**src/rtl/c_sched_pkg.sv**
```systemverilog
// Shared types and constants for the C-tile drain scheduler.
// The watchdog feature of the scheduler is enabled with C_SCHED_WATCHDOG_EN.
package c_sched_pkg;

  localparam int NSETS   = 2;
  localparam int SHAPE_W = 16;

  typedef enum logic [1:0] {
    BS_FREE,
    BS_WRITING,
    BS_FULL,
    BS_DRAINING
  } bs_state_t;

  typedef enum logic [1:0] {
    D_IDLE,
    D_START,
    D_WAIT
  } drn_st_t;

  typedef struct packed {
    logic [SHAPE_W-1:0] rows;
    logic [SHAPE_W-1:0] cols;
  } tile_shape_t;

endpackage

```
**src/rtl/c_sched_order_q.sv**
```systemverilog
// Two-entry, one-bit FIFO holding bankset selects in commit order.
// Push and pop in the same cycle are both applied.
module c_sched_order_q
  import c_sched_pkg::*;
(
  input  logic clk,
  input  logic rst_n,
  input  logic push,
  input  logic push_sel,
  input  logic pop,
  output logic head_sel,
  output logic empty,
  output logic full
);

  logic [NSETS-1:0] slot_q;
  logic [NSETS-1:0] slot_d;
  logic [1:0]       cnt_q;
  logic [1:0]       cnt_d;
  logic             do_pop;
  logic             do_push;

  assign empty    = (cnt_q == 2'd0);
  assign full     = (cnt_q == 2'd2);
  assign head_sel = slot_q[0];
  assign do_pop   = pop && !empty;
  assign do_push  = push && (!full || do_pop);

  // Pop shifts the tail into the head first, so a same-cycle push lands behind it.
  always_comb begin
    slot_d = slot_q;
    cnt_d  = cnt_q;
    if (do_pop) begin
      slot_d[0] = slot_q[1];
      cnt_d     = cnt_q - 2'd1;
    end
    if (do_push) begin
      slot_d[cnt_d[0]] = push_sel;
      cnt_d            = cnt_d + 2'd1;
    end
  end

  always_ff @(posedge clk or negedge rst_n) begin
    if (!rst_n) begin
      slot_q <= '0;
      cnt_q  <= 2'd0;
    end else begin
      slot_q <= slot_d;
      cnt_q  <= cnt_d;
    end
  end

endmodule

```
**src/rtl/c_tile_drain_scheduler.sv**
```systemverilog
// Arbitrates the two C-tile banksets between compute writeback and the drain engine.
// Define C_SCHED_WATCHDOG_EN to add the drain watchdog and err_timeout.
module c_tile_drain_scheduler
  import c_sched_pkg::*;
#(
  parameter int DIM_W       = 16,
  parameter int T           = 16,
  parameter int MAX_COLS    = 512,
  parameter int TIMEOUT_CYC = 4096
) (
  input  logic             clk,
  input  logic             rst_n,
  input  logic             alloc_req,
  output logic             alloc_gnt,
  output logic             alloc_sel,
  input  logic             commit,
  input  logic             commit_sel,
  input  logic [DIM_W-1:0] commit_rows,
  input  logic [DIM_W-1:0] commit_cols,
  output logic             drn_start,
  output logic             drn_bankset_sel,
  output logic [DIM_W-1:0] drn_tile_rows,
  output logic [DIM_W-1:0] drn_tile_cols,
  input  logic             drn_done,
  output logic [1:0]       free_cnt,
  output logic             err_commit,
  output logic             err_shape,
  output logic             err_timeout
);

  localparam logic [DIM_W:0] ROWS_MAX = (DIM_W+1)'(T);
  localparam logic [DIM_W:0] COLS_MAX = (DIM_W+1)'(MAX_COLS);

  bs_state_t        bs_q   [NSETS];
  bs_state_t        bs_d   [NSETS];
  logic [DIM_W-1:0] rows_q [NSETS];
  logic [DIM_W-1:0] rows_d [NSETS];
  logic [DIM_W-1:0] cols_q [NSETS];
  logic [DIM_W-1:0] cols_d [NSETS];
  drn_st_t          drn_st_q;
  drn_st_t          drn_st_d;
  logic             last_gnt_q;
  logic             last_gnt_d;
  logic             alloc_gnt_d;
  logic             alloc_sel_d;
  logic             drn_sel_d;
  logic [DIM_W-1:0] drn_rows_d;
  logic [DIM_W-1:0] drn_cols_d;
  logic [1:0]       free_cnt_d;
  logic             err_commit_d;
  logic             err_shape_d;
  logic             pick;
  logic             shape_ok;
  logic             wd_fire;
  logic             q_push;
  logic             q_pop;
  logic             q_head;
  logic             q_empty;
  logic             q_full;

  c_sched_order_q u_order_q (
    .clk      (clk),
    .rst_n    (rst_n),
    .push     (q_push),
    .push_sel (commit_sel),
    .pop      (q_pop),
    .head_sel (q_head),
    .empty    (q_empty),
    .full     (q_full)
  );

  assign shape_ok = (commit_rows != '0) && (commit_cols != '0) &&
                    ({1'b0, commit_rows} <= ROWS_MAX) &&
                    ({1'b0, commit_cols} <= COLS_MAX);

  assign drn_start = (drn_st_q == D_START);

`ifdef C_SCHED_WATCHDOG_EN
  localparam int             WD_W    = $clog2(TIMEOUT_CYC + 1);
  localparam logic [WD_W-1:0] WD_LAST = WD_W'(TIMEOUT_CYC - 1);

  logic [WD_W-1:0] wd_cnt;
  logic            err_timeout_q;

  // Fires on the cycle whose increment would bring the count to TIMEOUT_CYC.
  assign wd_fire     = (drn_st_q == D_WAIT) && !drn_done && (wd_cnt == WD_LAST);
  assign err_timeout = err_timeout_q;

  always_ff @(posedge clk or negedge rst_n) begin
    if (!rst_n) begin
      wd_cnt        <= '0;
      err_timeout_q <= 1'b0;
    end else begin
      if (drn_st_d == D_START)
        wd_cnt <= '0;
      else if (drn_st_q == D_WAIT)
        wd_cnt <= wd_cnt + WD_W'(1);
      if (wd_fire)
        err_timeout_q <= 1'b1;
    end
  end
`else
  assign wd_fire     = 1'b0;
  assign err_timeout = 1'b0;
`endif

  // Allocation, commit and drain each touch a bankset in a distinct source state,
  // so simultaneous events never collide on the same bankset.
  always_comb begin
    bs_d         = bs_q;
    rows_d       = rows_q;
    cols_d       = cols_q;
    drn_st_d     = drn_st_q;
    last_gnt_d   = last_gnt_q;
    alloc_gnt_d  = 1'b0;
    alloc_sel_d  = alloc_sel;
    drn_sel_d    = drn_bankset_sel;
    drn_rows_d   = drn_tile_rows;
    drn_cols_d   = drn_tile_cols;
    err_commit_d = err_commit;
    err_shape_d  = err_shape;
    q_push       = 1'b0;
    q_pop        = 1'b0;
    pick         = 1'b0;
    free_cnt_d   = 2'd0;

    if (alloc_req && !alloc_gnt && (bs_q[0] == BS_FREE || bs_q[1] == BS_FREE)) begin
      if (bs_q[0] == BS_FREE && bs_q[1] == BS_FREE)
        pick = ~last_gnt_q;
      else
        pick = (bs_q[1] == BS_FREE);
      alloc_gnt_d = 1'b1;
      alloc_sel_d = pick;
      last_gnt_d  = pick;
      bs_d[pick]  = BS_WRITING;
    end

    if (commit) begin
      if (bs_q[commit_sel] == BS_WRITING) begin
        rows_d[commit_sel] = commit_rows;
        cols_d[commit_sel] = commit_cols;
        if (shape_ok) begin
          bs_d[commit_sel] = BS_FULL;
          q_push           = !q_full;
        end else begin
          bs_d[commit_sel] = BS_FREE;
          err_shape_d      = 1'b1;
        end
      end else begin
        err_commit_d = 1'b1;
      end
    end

    case (drn_st_q)
      D_IDLE: begin
        if (!q_empty) begin
          q_pop        = 1'b1;
          bs_d[q_head] = BS_DRAINING;
          drn_sel_d    = q_head;
          drn_rows_d   = rows_q[q_head];
          drn_cols_d   = cols_q[q_head];
          drn_st_d     = D_START;
        end
      end
      D_START: drn_st_d = D_WAIT;
      D_WAIT: begin
        if (drn_done || wd_fire) begin
          bs_d[drn_bankset_sel] = BS_FREE;
          drn_st_d              = D_IDLE;
        end
      end
      default: drn_st_d = D_IDLE;
    endcase

    for (int i = 0; i < NSETS; i++) begin
      if (bs_d[i] == BS_FREE)
        free_cnt_d = free_cnt_d + 2'd1;
    end
  end

  // last_gnt resets to 1 so the first grant with both banksets free picks 0.
  always_ff @(posedge clk or negedge rst_n) begin
    if (!rst_n) begin
      for (int i = 0; i < NSETS; i++) begin
        bs_q[i]   <= BS_FREE;
        rows_q[i] <= '0;
        cols_q[i] <= '0;
      end
      drn_st_q        <= D_IDLE;
      last_gnt_q      <= 1'b1;
      alloc_gnt       <= 1'b0;
      alloc_sel       <= 1'b0;
      drn_bankset_sel <= 1'b0;
      drn_tile_rows   <= '0;
      drn_tile_cols   <= '0;
      free_cnt        <= 2'd2;
      err_commit      <= 1'b0;
      err_shape       <= 1'b0;
    end else begin
      bs_q            <= bs_d;
      rows_q          <= rows_d;
      cols_q          <= cols_d;
      drn_st_q        <= drn_st_d;
      last_gnt_q      <= last_gnt_d;
      alloc_gnt       <= alloc_gnt_d;
      alloc_sel       <= alloc_sel_d;
      drn_bankset_sel <= drn_sel_d;
      drn_tile_rows   <= drn_rows_d;
      drn_tile_cols   <= drn_cols_d;
      free_cnt        <= free_cnt_d;
      err_commit      <= err_commit_d;
      err_shape       <= err_shape_d;
    end
  end

endmodule

```
**config.mk**
```make
export PLATFORM = sky130hd
export DESIGN_NAME = c_tile_drain_scheduler
export DESIGN_NICKNAME = d
export VERILOG_FILES = /design/src/rtl/c_sched_pkg.sv /design/src/rtl/c_sched_order_q.sv /design/src/rtl/c_tile_drain_scheduler.sv
export SDC_FILE = /design/constraint.sdc
export NUM_CORES = 1
export LEC_CHECK = 0
export ABC_AREA = 1
export BUFFER_PORTS_ARGS = -buffer_cell sky130_fd_sc_hd__buf_2
export CORE_MARGIN = 2
export CORE_UTILIZATION = 52
export DETAILED_ROUTE_END_ITERATION = 10
export PLACE_DENSITY = 0.82
export SYNTH_ARGS = -nofsm -noshare
export SYNTH_HDL_FRONTEND = slang
export SYNTH_SLANG_ARGS = --single-unit
```
**constraint.sdc**
```tcl
create_clock -name clk -period 2.43 [get_ports clk]
set_input_delay 0.729 -clock clk [delete_from_list [all_inputs] [get_ports clk]]
set_output_delay 0.729 -clock clk [all_outputs]
set_load 0.1 [all_outputs]
```
==> flow_metrics.env, run 1 <==
export IMPL_status="completed"
export IMPL_cts_hold_buf=0
export IMPL_switching_share=0.470
export IMPL_netlist_area_leader_share=0.553
export IMPL_portBuffers=77
export IMPL_synthFlopType="dfrtp_1"
export IMPL_maxCapViolations=0
export IMPL_antenna_cells=0
export IMPL_h_tree_depth=4
export IMPL_initial_utilization=0.528
export IMPL_finalHoldViolations=0
export IMPL_setup_viol=0
export IMPL_syn_nets=599
export IMPL_worstPathMaxFanout=3
export IMPL_reg2regPathDepth=10
export IMPL_hp_class="primary input to asynchronous set/reset pin"
export IMPL_cts_buffers=17
export IMPL_finish_net_count=681
export IMPL_leakage_nw=3.14
export IMPL_fin_crit_sh=0.940
export IMPL_fmax_ghz=0.438
export IMPL_syn_area_um2=5060
export IMPL_clkPwrFrac=0.239
export IMPL_ys_seq_area_frac=0.564
export IMPL_vias=4241
export IMPL_postLayoutCellArea_um2=6190
export IMPL_multiInputGateArea_um2=1820
export IMPL_cts_max_path_buffers=2
export IMPL_grt_antenna_before_repair=0
export IMPL_finalNonFillerCells=784
export IMPL_critPathLaunch="drn_st_q[0]"
export IMPL_drv_slew=0
export IMPL_design_die_area_um2=10500
export IMPL_ys_seq_elements=114
export IMPL_cp_slowest_cell="buf_2"
export IMPL_rsz0062_at_grt="no"
export IMPL_fin_crit_ns=2.28
export IMPL_grt_pass1_wl_um=19900
export IMPL_wl_um=12300
export IMPL_synth_area_leader_cell="dfrtp_1"
export IMPL_ys_types=30
export IMPL_rr_startpoint="u_order_q.cnt_q[1]"
export IMPL_crit_chain="inv_1 -> nor2_1 -> buf_2"
export IMPL_async_reset_ff_frac=1.00
export IMPL_area_growth_pct=22.3
export IMPL_cts_tree="done"
export IMPL_final_setup_tns_ns=0
export IMPL_arrival_ns=1.56
export IMPL_register_area_um2=2860
export IMPL_overflow=0
export IMPL_die_h_um=103
export IMPL_grt_pass1_vias=4219
export IMPL_post_cts_buffers=0
export IMPL_clk_latency_ns=0.52
export IMPL_path_class="flip-flop to primary output"
export IMPL_postCtsResizedCells=0
export IMPL_root_buffer="clkbuf_8"
export IMPL_seqPwrFrac=0.306
export IMPL_peakVddDrop_mv=1.23
export IMPL_nFillCells=729
export IMPL_rrSetupSlack_ns=0.39
export IMPL_r2r_end="free_cnt[0]"
export IMPL_drc=0
export IMPL_synth_area_top_cells="dfrtp_1 55%, nand2_1 13%, o211ai_2 4.9%"
export IMPL_p_switching_mw=4.86
export IMPL_syn_inst=557
export IMPL_dr_pass1_iters=5
export IMPL_drtIter0Drc=280
export IMPL_final_common_cell="nand2_1"
export IMPL_cts_sinks=114
export IMPL_die_w_um=103
export IMPL_grt_usage=0.251
export IMPL_coreArea_um2=9590
export IMPL_synth_edf_count=0
export IMPL_ant_nets=0
export IMPL_gp_congestion=0.850
export IMPL_combPwrFrac=0.455
export IMPL_num_rows=36
export IMPL_fin_skew_ns=0.0139
export IMPL_grt_max_degree=63
export IMPL_hold_slack_ns=0.124
export IMPL_power_internal_mw=5.49
export IMPL_hpwl_um=8070
export IMPL_critPathMaxStageDelay_ns=0.45
export IMPL_end_kind="primary output"
export IMPL_post_place_cells=753
export IMPL_drive_above_1_share=0.244
export IMPL_io_pins=79
export IMPL_start_kind="flip-flop"
export IMPL_power_per_cell_area_nw_per_um2=1670
export IMPL_routed_via_density=5.41
export IMPL_syn_avg_cell_area_um2=9.09
export IMPL_cts_clk_slew_worst_paths_ns=0.05
export IMPL_placed_area_um2=5590
export IMPL_yosysWarnings=0
export IMPL_final_cell_mix="173 x nand2_1, 112 x dfrtp_1, 76 x buf_2"
export IMPL_routedWlPerCell_um=15.7
export IMPL_required_ns=1.70
layout make-up:
cell class	instances	share of cell area
inverter	68	0.0412
clock inverter	3	0.0105
multi-input combinational	348	0.294
timing repair buffer	90	0.0804
clock buffer	28	0.0865
tap	133	0.0269
sequential	114	0.461
metal layers:
layer	vias to the layer above	wire length (um)	global-route usage
met4	0	327	0.112
met2	184	6170	0.420
li1	1949	-	-
met3	35	783	0.0664
met5	-	0	0
met1	2073	5020	0.308
critical path, delay by kind of cell (launching register included):
kind | cells | cell delay [ns]
DFF | 1 | 0.37
and+or+nand+nor | 1 | 0.15
buffers and inverters | 2 | 0.53
synthesized netlist by cell type, types with 5 or more instances:
library cell and instances:
o21bai_1 5, o211ai_2 20, o21ai_0 49, buf_2 6, nand3_1 25, nor2_1 36
inv_1 63, dfrtp_1 112, clkbuf_1 16, nand4_1 8, o221ai_2 9, nand2_1 173
inv_2 5
stage by stage:
stage	util	power, mW	worst slack [ns]
after floorplan	-	6.90	0.0221
after global placement	0.583	7.65	0.341
after detailed placement	0.583	7.86	0.135
after CTS	0.646	10.4	0.113
after global routing	0.646	10.9	0.0579
final	0.646	10.4	0.145
kinds of logic (layout without fill, tap and decap cells):
kind of cell             after synthesis  in the layout  synth area share
adder cells (fa/ha/maj)                4              4           0.00988
other                                  1              1          0.000741
flip-flops                           114            114             0.564
AND/OR/NAND/NOR                      248            248             0.198
buffers and inverters                 95            189            0.0786
XOR/XNOR                               1              1           0.00173
AO/OA/AOI/OAI                         94             94             0.147
state kept, by name, summed over array words and instances, names as in the netlist, 2 cells and up:
| name | flops |
|---|---|
| rows_q | 32 |
| bs_q | 4 |
| u_order_q.cnt_q | 2 |
| drn_tile_cols | 16 |
| u_order_q.slot_q | 2 |
| cols_q | 32 |
| drn_tile_rows | 16 |
| drn_st_q | 2 |
| free_cnt | 2 |
worst max-delay path by stage:
stage                                to  slack (ns)  cells after the start
floorplan                     drn_start        0.02                      1
global placement            free_cnt[0]        0.34                     11
detailed placement  u_order_q.slot_q[1]        0.14                     10
CTS                           drn_start        0.11                      3
global route                  drn_start        0.06                      3
finish                        drn_start        0.15                      3
power by group through the flow:
stage          registers, mW  logic [mW]  clock network (mW)
2_1_floorplan           4.94        1.97                   0
3_3_place_gp            3.13        4.52                   0
3_5_place_dp            3.18        4.68                   0
4_1_cts                 3.16        4.73                2.49
5_1_grt                 3.25        5.05                2.58
6_report                3.17        4.71                2.48
Note: power is estimated with default switching activity, not from simulation.
==> inputs of run 2 (changes only) <==
ABC_AREA = unset   (was 1)
==> flow_metrics.env, run 2 <==
export IMPL_ys_seq_elements=114
export IMPL_hpwl_um=7200
export IMPL_die_h_um=100
export IMPL_peakVddDrop_mv=0.550
export IMPL_async_reset_ff_frac=1.00
export IMPL_crit_family="simple AND/OR/NAND/NOR gates"
export IMPL_routed_via_density=5.28
export IMPL_maxCapViolations=0
export IMPL_syn_nets=546
export IMPL_fin_crit_sh=0.937
export IMPL_io_pins=79
export IMPL_ant_nets=0
export IMPL_drc=0
export IMPL_ys_seq_area_frac=0.594
export IMPL_register_area_um2=2860
export IMPL_cts_clk_slew_worst_paths_ns=0.06
export IMPL_fmax_ghz=0.439
export IMPL_syn_inst=504
export IMPL_final_common_cell="nand2_1"
export IMPL_yosys_top_cells_count="192 x nand2_1, 112 x dfrtp_1, 38 x a21oi_1"
export IMPL_critPathMaxStageDelay_ns=0.46
export IMPL_hold_slack_ns=0.0236
export IMPL_path_class="primary input to flip-flop"
export IMPL_coreArea_um2=9110
export IMPL_syn_avg_cell_area_um2=9.53
export IMPL_cp_slowest_cell="nor4_1"
export IMPL_critPathLaunch="commit_rows[1]"
export IMPL_antenna_cells=0
export IMPL_design_die_area_um2=10000
export IMPL_dr_pass1_iters=5
export IMPL_cts_hold_buf=0
export IMPL_cts_tree="done"
export IMPL_vias=3753
export IMPL_grt_pass1_wl_um=18500
export IMPL_cp_num_cells=8
export IMPL_num_rows=35
export IMPL_status="completed"
export IMPL_overflow=0
export IMPL_finish_net_count=629
export IMPL_drtIter0Drc=173
export IMPL_grt_max_degree=56
export IMPL_gp_congestion=0.868
export IMPL_grt_antenna_before_repair=0
export IMPL_rsz0062_at_grt="no"
export IMPL_root_buffer="clkbuf_8"
export IMPL_area_growth_pct=23.7
export IMPL_start_kind="primary input"
export IMPL_cts_max_path_buffers=2
export IMPL_ys_types=36
export IMPL_relSlewSlack=0.622
export IMPL_postLayoutCellArea_um2=5940
export IMPL_finalHoldViolations=0
export IMPL_worstPathMaxFanout=4
export IMPL_reg_top3="cols_q: 32 flops, rows_q: 32 flops"
export IMPL_synth_edf_count=0
export IMPL_synth_area_top_cells="dfrtp_1 58%, nand2_1 15%, mux2i_1 6.7%"
export IMPL_fin_skew_ns=0.00635
export IMPL_post_cts_buffers=0
export IMPL_hp_class="primary input to asynchronous set/reset pin"
export IMPL_final_cell_mix="192 x nand2_1, 111 x dfrtp_1, 76 x buf_2"
export IMPL_required_ns=2.81
export IMPL_leakage_nw=3.17
export IMPL_grt_usage=0.239
export IMPL_grt_pass1_vias=3909
export IMPL_arrival_ns=2.66
export IMPL_cts_buffers=17
export IMPL_drive_above_1_share=0.223
export IMPL_fin_crit_ns=2.28
export IMPL_cts_sinks=114
export IMPL_drv_slew=0
export IMPL_yosysWarnings=0
export IMPL_h_tree_depth=4
export IMPL_reg2regPathDepth=7
export IMPL_routedWlPerCell_um=15.4
export IMPL_synth_area_leader_cell="dfrtp_1"
export IMPL_netlist_area_leader_share=0.583
export IMPL_nFillCells=730
export IMPL_postCtsResizedCells=0
export IMPL_cp_num_buf_inv=2
export IMPL_power_per_cell_area_nw_per_um2=744
export IMPL_initial_utilization=0.527
export IMPL_worstMarginPinSlew_ns=0.559
export IMPL_die_w_um=100
export IMPL_synth_most_common_cell="nand2_1"
export IMPL_syn_area_um2=4800
export IMPL_multiInputGateArea_um2=1830
export IMPL_portBuffers=77
export IMPL_setup_viol=0
export IMPL_end_kind="flip-flop"
export IMPL_clk_latency_ns=0.51
export IMPL_rr_startpoint="u_order_q.cnt_q[1]"
export IMPL_wl_um=11000
export IMPL_synthFlopType="dfrtp_1"
export IMPL_crit_chain="buf_2 -> nor4_1 -> buf_4 -> xnor2_1 -> and3_1 -> nand3_1 -> a31o_2 -> ha_1"
export IMPL_placed_area_um2=5350
[run 2: final cells by class]
class,count,share of cell area
multi-input cells,356,0.307
repair buffers,91,0.0851
well taps,111,0.0234
clock buffers,20,0.0766
flip-flops and latches,114,0.481
clock inverters,12,0.0223
inverters,7,0.00442
[run 2: cell families (layout without fill, tap and decap cells)]
logic type / after synthesis / after routing / synth area share
AOI/OAI and AO/OA: 53 / 53 / 0.0610
xor gates and xnor gates: 4 / 4 / 0.00729
adders and majority gates: 4 / 4 / 0.0104
buffers and inverters: 34 / 130 / 0.0289
DFF: 114 / 114 / 0.594
muxes: 35 / 35 / 0.0737
other: 1 / 1 / 0.000781
and+or+nand+nor: 259 / 259 / 0.223
[run 2: metal layers]
layer | wire length, um | share of wire | GRT usage | up-vias
met2 | 5510 | 0.50 | 0.404 | 124
met5 | 0 | 0 | 0 | -
li1 | - | - | - | 1804
met3 | 648 | 0.059 | 0.0613 | 10
met4 | 99 | 0.0090 | 0.0717 | 0
met1 | 4710 | 0.43 | 0.305 | 1815
[run 2: worst paths after layout]
kind,endpoint,slack (ns)
setup / recovery,free_cnt[0],0.15
hold / removal,alloc_gnt,0.02
setup reg to reg,free_cnt[0],0.56
hold reg to reg,err_commit,0.46
max in group asynchronous,u_order_q.slot_q[0],1.80
min in group clk,rows_q[25],0.44
[run 2: power by group]
| group | total [mW] | switching (mW) | internal (mW) |
|---|---|---|---|
| clock | 2.41 | 0.872 | 1.54 |
| combinational | 0.113 | 0.0775 | 0.0355 |
| sequential | 1.90 | 0.0000000000000000219 | 1.90 |
| total | 4.42 | 0.950 | 3.47 |
[run 2: per-stage QoR]
| stage | worst slack (ns) | power (mW) | instances | TNS, ns | util |
|---|---|---|---|---|---|
| 6_report | 0.153 | 4.42 | 711 | 0 | 0.652 |
| 5_1_grt | 0.0849 | 4.56 | 711 | 0 | 0.652 |
| 4_1_cts | 0.147 | 4.45 | 711 | 0 | 0.652 |
| 3_5_place_dp | -0.293 | 2.05 | 679 | -0.579 | 0.588 |
| 3_3_place_gp | -0.176 | 2.04 | 679 | -0.223 | 0.588 |
| 2_1_floorplan | 0.192 | 1.95 | 504 | 0 | - |
==> inputs of run 3 (changes only) <==
SYNTH_HIERARCHICAL = 1   (was unset)
==> flow_metrics.env, run 3 <==
export IMPL_status="completed"
export IMPL_fin_crit_sh=0.992
export IMPL_reg2regPathDepth=8
export IMPL_cp_slowest_cell="or4b_1"
export IMPL_yosysWarnings=6
export IMPL_area_growth_pct=27.3
export IMPL_num_rows=35
export IMPL_arrival_ns=2.81
export IMPL_r2r_end="free_cnt[0]"
export IMPL_cts_tree="done"
export IMPL_path_class="primary input to flip-flop"
export IMPL_synth_most_common_cell="dfrtp_1"
export IMPL_finalHoldViolations=0
export IMPL_routedWlPerCell_um=17.0
export IMPL_ys_seq_elements=114
export IMPL_netlist_area_leader_share=0.566
export IMPL_fin_skew_ns=0.00758
export IMPL_yosys_top_cells_count="112 x dfrtp_1, 65 x mux2_2, 39 x nor2_1"
export IMPL_drtIter0Drc=142
export IMPL_required_ns=2.82
export IMPL_worstPathMaxFanout=5
export IMPL_syn_nets=429
export IMPL_rrSetupSlack_ns=0.14
export IMPL_drc=0
export IMPL_design_die_area_um2=10300
export IMPL_fmax_ghz=0.415
export IMPL_hp_class="primary input to asynchronous set/reset pin"
export IMPL_overflow=0
export IMPL_synth_area_leader_cell="dfrtp_1"
export IMPL_end_kind="flip-flop"
export IMPL_hpwl_um=7590
export IMPL_cts_clk_slew_worst_paths_ns=0.05
export IMPL_ys_seq_area_frac=0.577
export IMPL_gp_congestion=0.854
export IMPL_clk_latency_ns=0.51
export IMPL_root_buffer="clkbuf_8"
export IMPL_cts_buffers=17
export IMPL_syn_inst=387
export IMPL_cts_max_path_buffers=2
export IMPL_drive_above_1_share=0.447
export IMPL_critPathMaxStageDelay_ns=0.51
export IMPL_final_common_cell="dfrtp_1"
export IMPL_async_reset_ff_frac=1.00
export IMPL_syn_avg_cell_area_um2=12.8
export IMPL_h_tree_depth=4
export IMPL_ys_types=53
export IMPL_initial_utilization=0.536
export IMPL_rsz0062_at_grt="no"
export IMPL_die_h_um=102
export IMPL_portBuffers=77
export IMPL_die_w_um=102
export IMPL_reg_top3="cols_q: 32 flops, rows_q: 32 flops"
export IMPL_grt_pass1_wl_um=17900
export IMPL_synth_area_top_cells="dfrtp_1 57%, mux2_2 15%, mux2i_1 6.5%"
export IMPL_grt_usage=0.230
export IMPL_start_kind="primary input"
export IMPL_synthFlopType="dfrtp_1"
export IMPL_pre_cts_slack_ns=-0.483
export IMPL_wl_um=11000
export IMPL_crit_chain="buf_2 -> nor4_2 -> nand3_1 -> xor2_1 -> nand4_1 -> nor3_4 -> buf_4 -> or4b_1 -> o2111a_1 -> a221oi_2"
export IMPL_cts_sinks=114
export IMPL_maxCapViolations=0
export IMPL_syn_area_um2=4950
export IMPL_rr_startpoint="u_order_q/cnt_q[0]"
export IMPL_fin_crit_ns=2.41
export IMPL_vias=3481
export IMPL_synth_edf_count=0
export IMPL_ant_nets=0
export IMPL_setup_slack_ns=0.0195
export IMPL_routed_via_density=5.36
export IMPL_antenna_cells=0
export IMPL_grt_max_degree=49
export IMPL_grt_antenna_before_repair=0
export IMPL_drv_slew=0
export IMPL_final_cell_mix="111 x dfrtp_1, 76 x buf_2, 65 x mux2_2"
export IMPL_coreArea_um2=9240
export IMPL_cts_hold_buf=0
export IMPL_io_pins=79
export IMPL_grt_pass1_vias=3602
export IMPL_finish_net_count=551
export IMPL_setup_viol=0
export IMPL_dr_pass1_iters=6
[run 3: cell types whose count changed after synthesis, moves of 3 or more]
cell / delta
buf_6: +5
buf_2: +3
nor3_1: +3
clkbuf_1: -16
nand3b_1: +3
nand2_1: -184
a21oi_1: -3
mux2_2: +63
[run 3: metrics by stage]
step	hold slack [ns]	TNS, ns	instances	utilization	area [um^2]
final	0.115	0	650	0.682	6300
after global placement	0.461	-1.08	619	0.622	5750
after global routing	0.122	0	650	0.682	6300
after detailed placement	0.466	-1.33	619	0.622	5750
after CTS	0.111	0	650	0.681	6300
after floorplan	0.433	-0.0398	387	-	4960
[run 3: critical path: cells and delay by family]
| family | cells | cell delay (ns) |
|---|---|---|
| AND/OR/NAND/NOR | 5 | 1.18 |
| AO/OA/AOI/OAI | 2 | 0.41 |
| buffers and inverters | 2 | 0.27 |
| XOR/XNOR | 1 | 0.20 |
[run 3: kinds of logic (layout without fill, tap and decap cells)]
family / count (synthesis) / in the layout / synth area share
AOI/OAI and AO/OA: 56 / 56 / 0.0703
xor gates and xnor gates: 4 / 4 / 0.00708
adders and majority gates: 4 / 4 / 0.0101
buffers and inverters: 27 / 161 / 0.0311
DFF: 114 / 114 / 0.577
muxes: 97 / 97 / 0.213
other: 1 / 1 / 0.000757
and+or+nand+nor: 84 / 84 / 0.0915
[run 3: what timing repair did]
item / 4_1_cts / 5_1_grt
gates resized for setup: 0 / 1
buffers inserted: 0 / 0
setup endpoints to repair: 0 / 1
[run 3: routing by layer]
layer  track usage  vias up  part of all wire
met5             0        -                 0
met4        0.0717        0             0.012
met3        0.0711       15             0.055
met2         0.381      104              0.52
met1         0.290     1745              0.42
li1              -     1617                 -
[run 3: worst max path at each step]
stage / from / endpoint / slack [ns] / depth (start not counted)
final: commit_cols[2] / u_order_q/cnt_q[1] / 0.02 / 10
after global routing: commit_cols[2] / u_order_q/cnt_q[1] / 0.006 / 10
after CTS: commit_cols[2] / u_order_q/cnt_q[1] / 0.04 / 10
after detailed placement: commit_cols[2] / u_order_q/cnt_q[1] / -0.48 / 10
after global placement: commit_cols[2] / u_order_q/cnt_q[1] / -0.33 / 10
after floorplan: commit_cols[2] / u_order_q/slot_q[0] / -0.02 / 8
[run 3: cell type report]
cell class	instances	area (um^2)
clock buffers	26	498
inverters	8	30.0
well taps	129	161
fillers	669	2940
clock inverters	5	50.0
flip-flops and latches	114	2860
multi-input cells	246	1970
repair buffers	122	738
Power of run 3 is left out: the tool's default activity adds up to more than one toggle a clock period on the data nets, which glitch-free logic cannot reach.
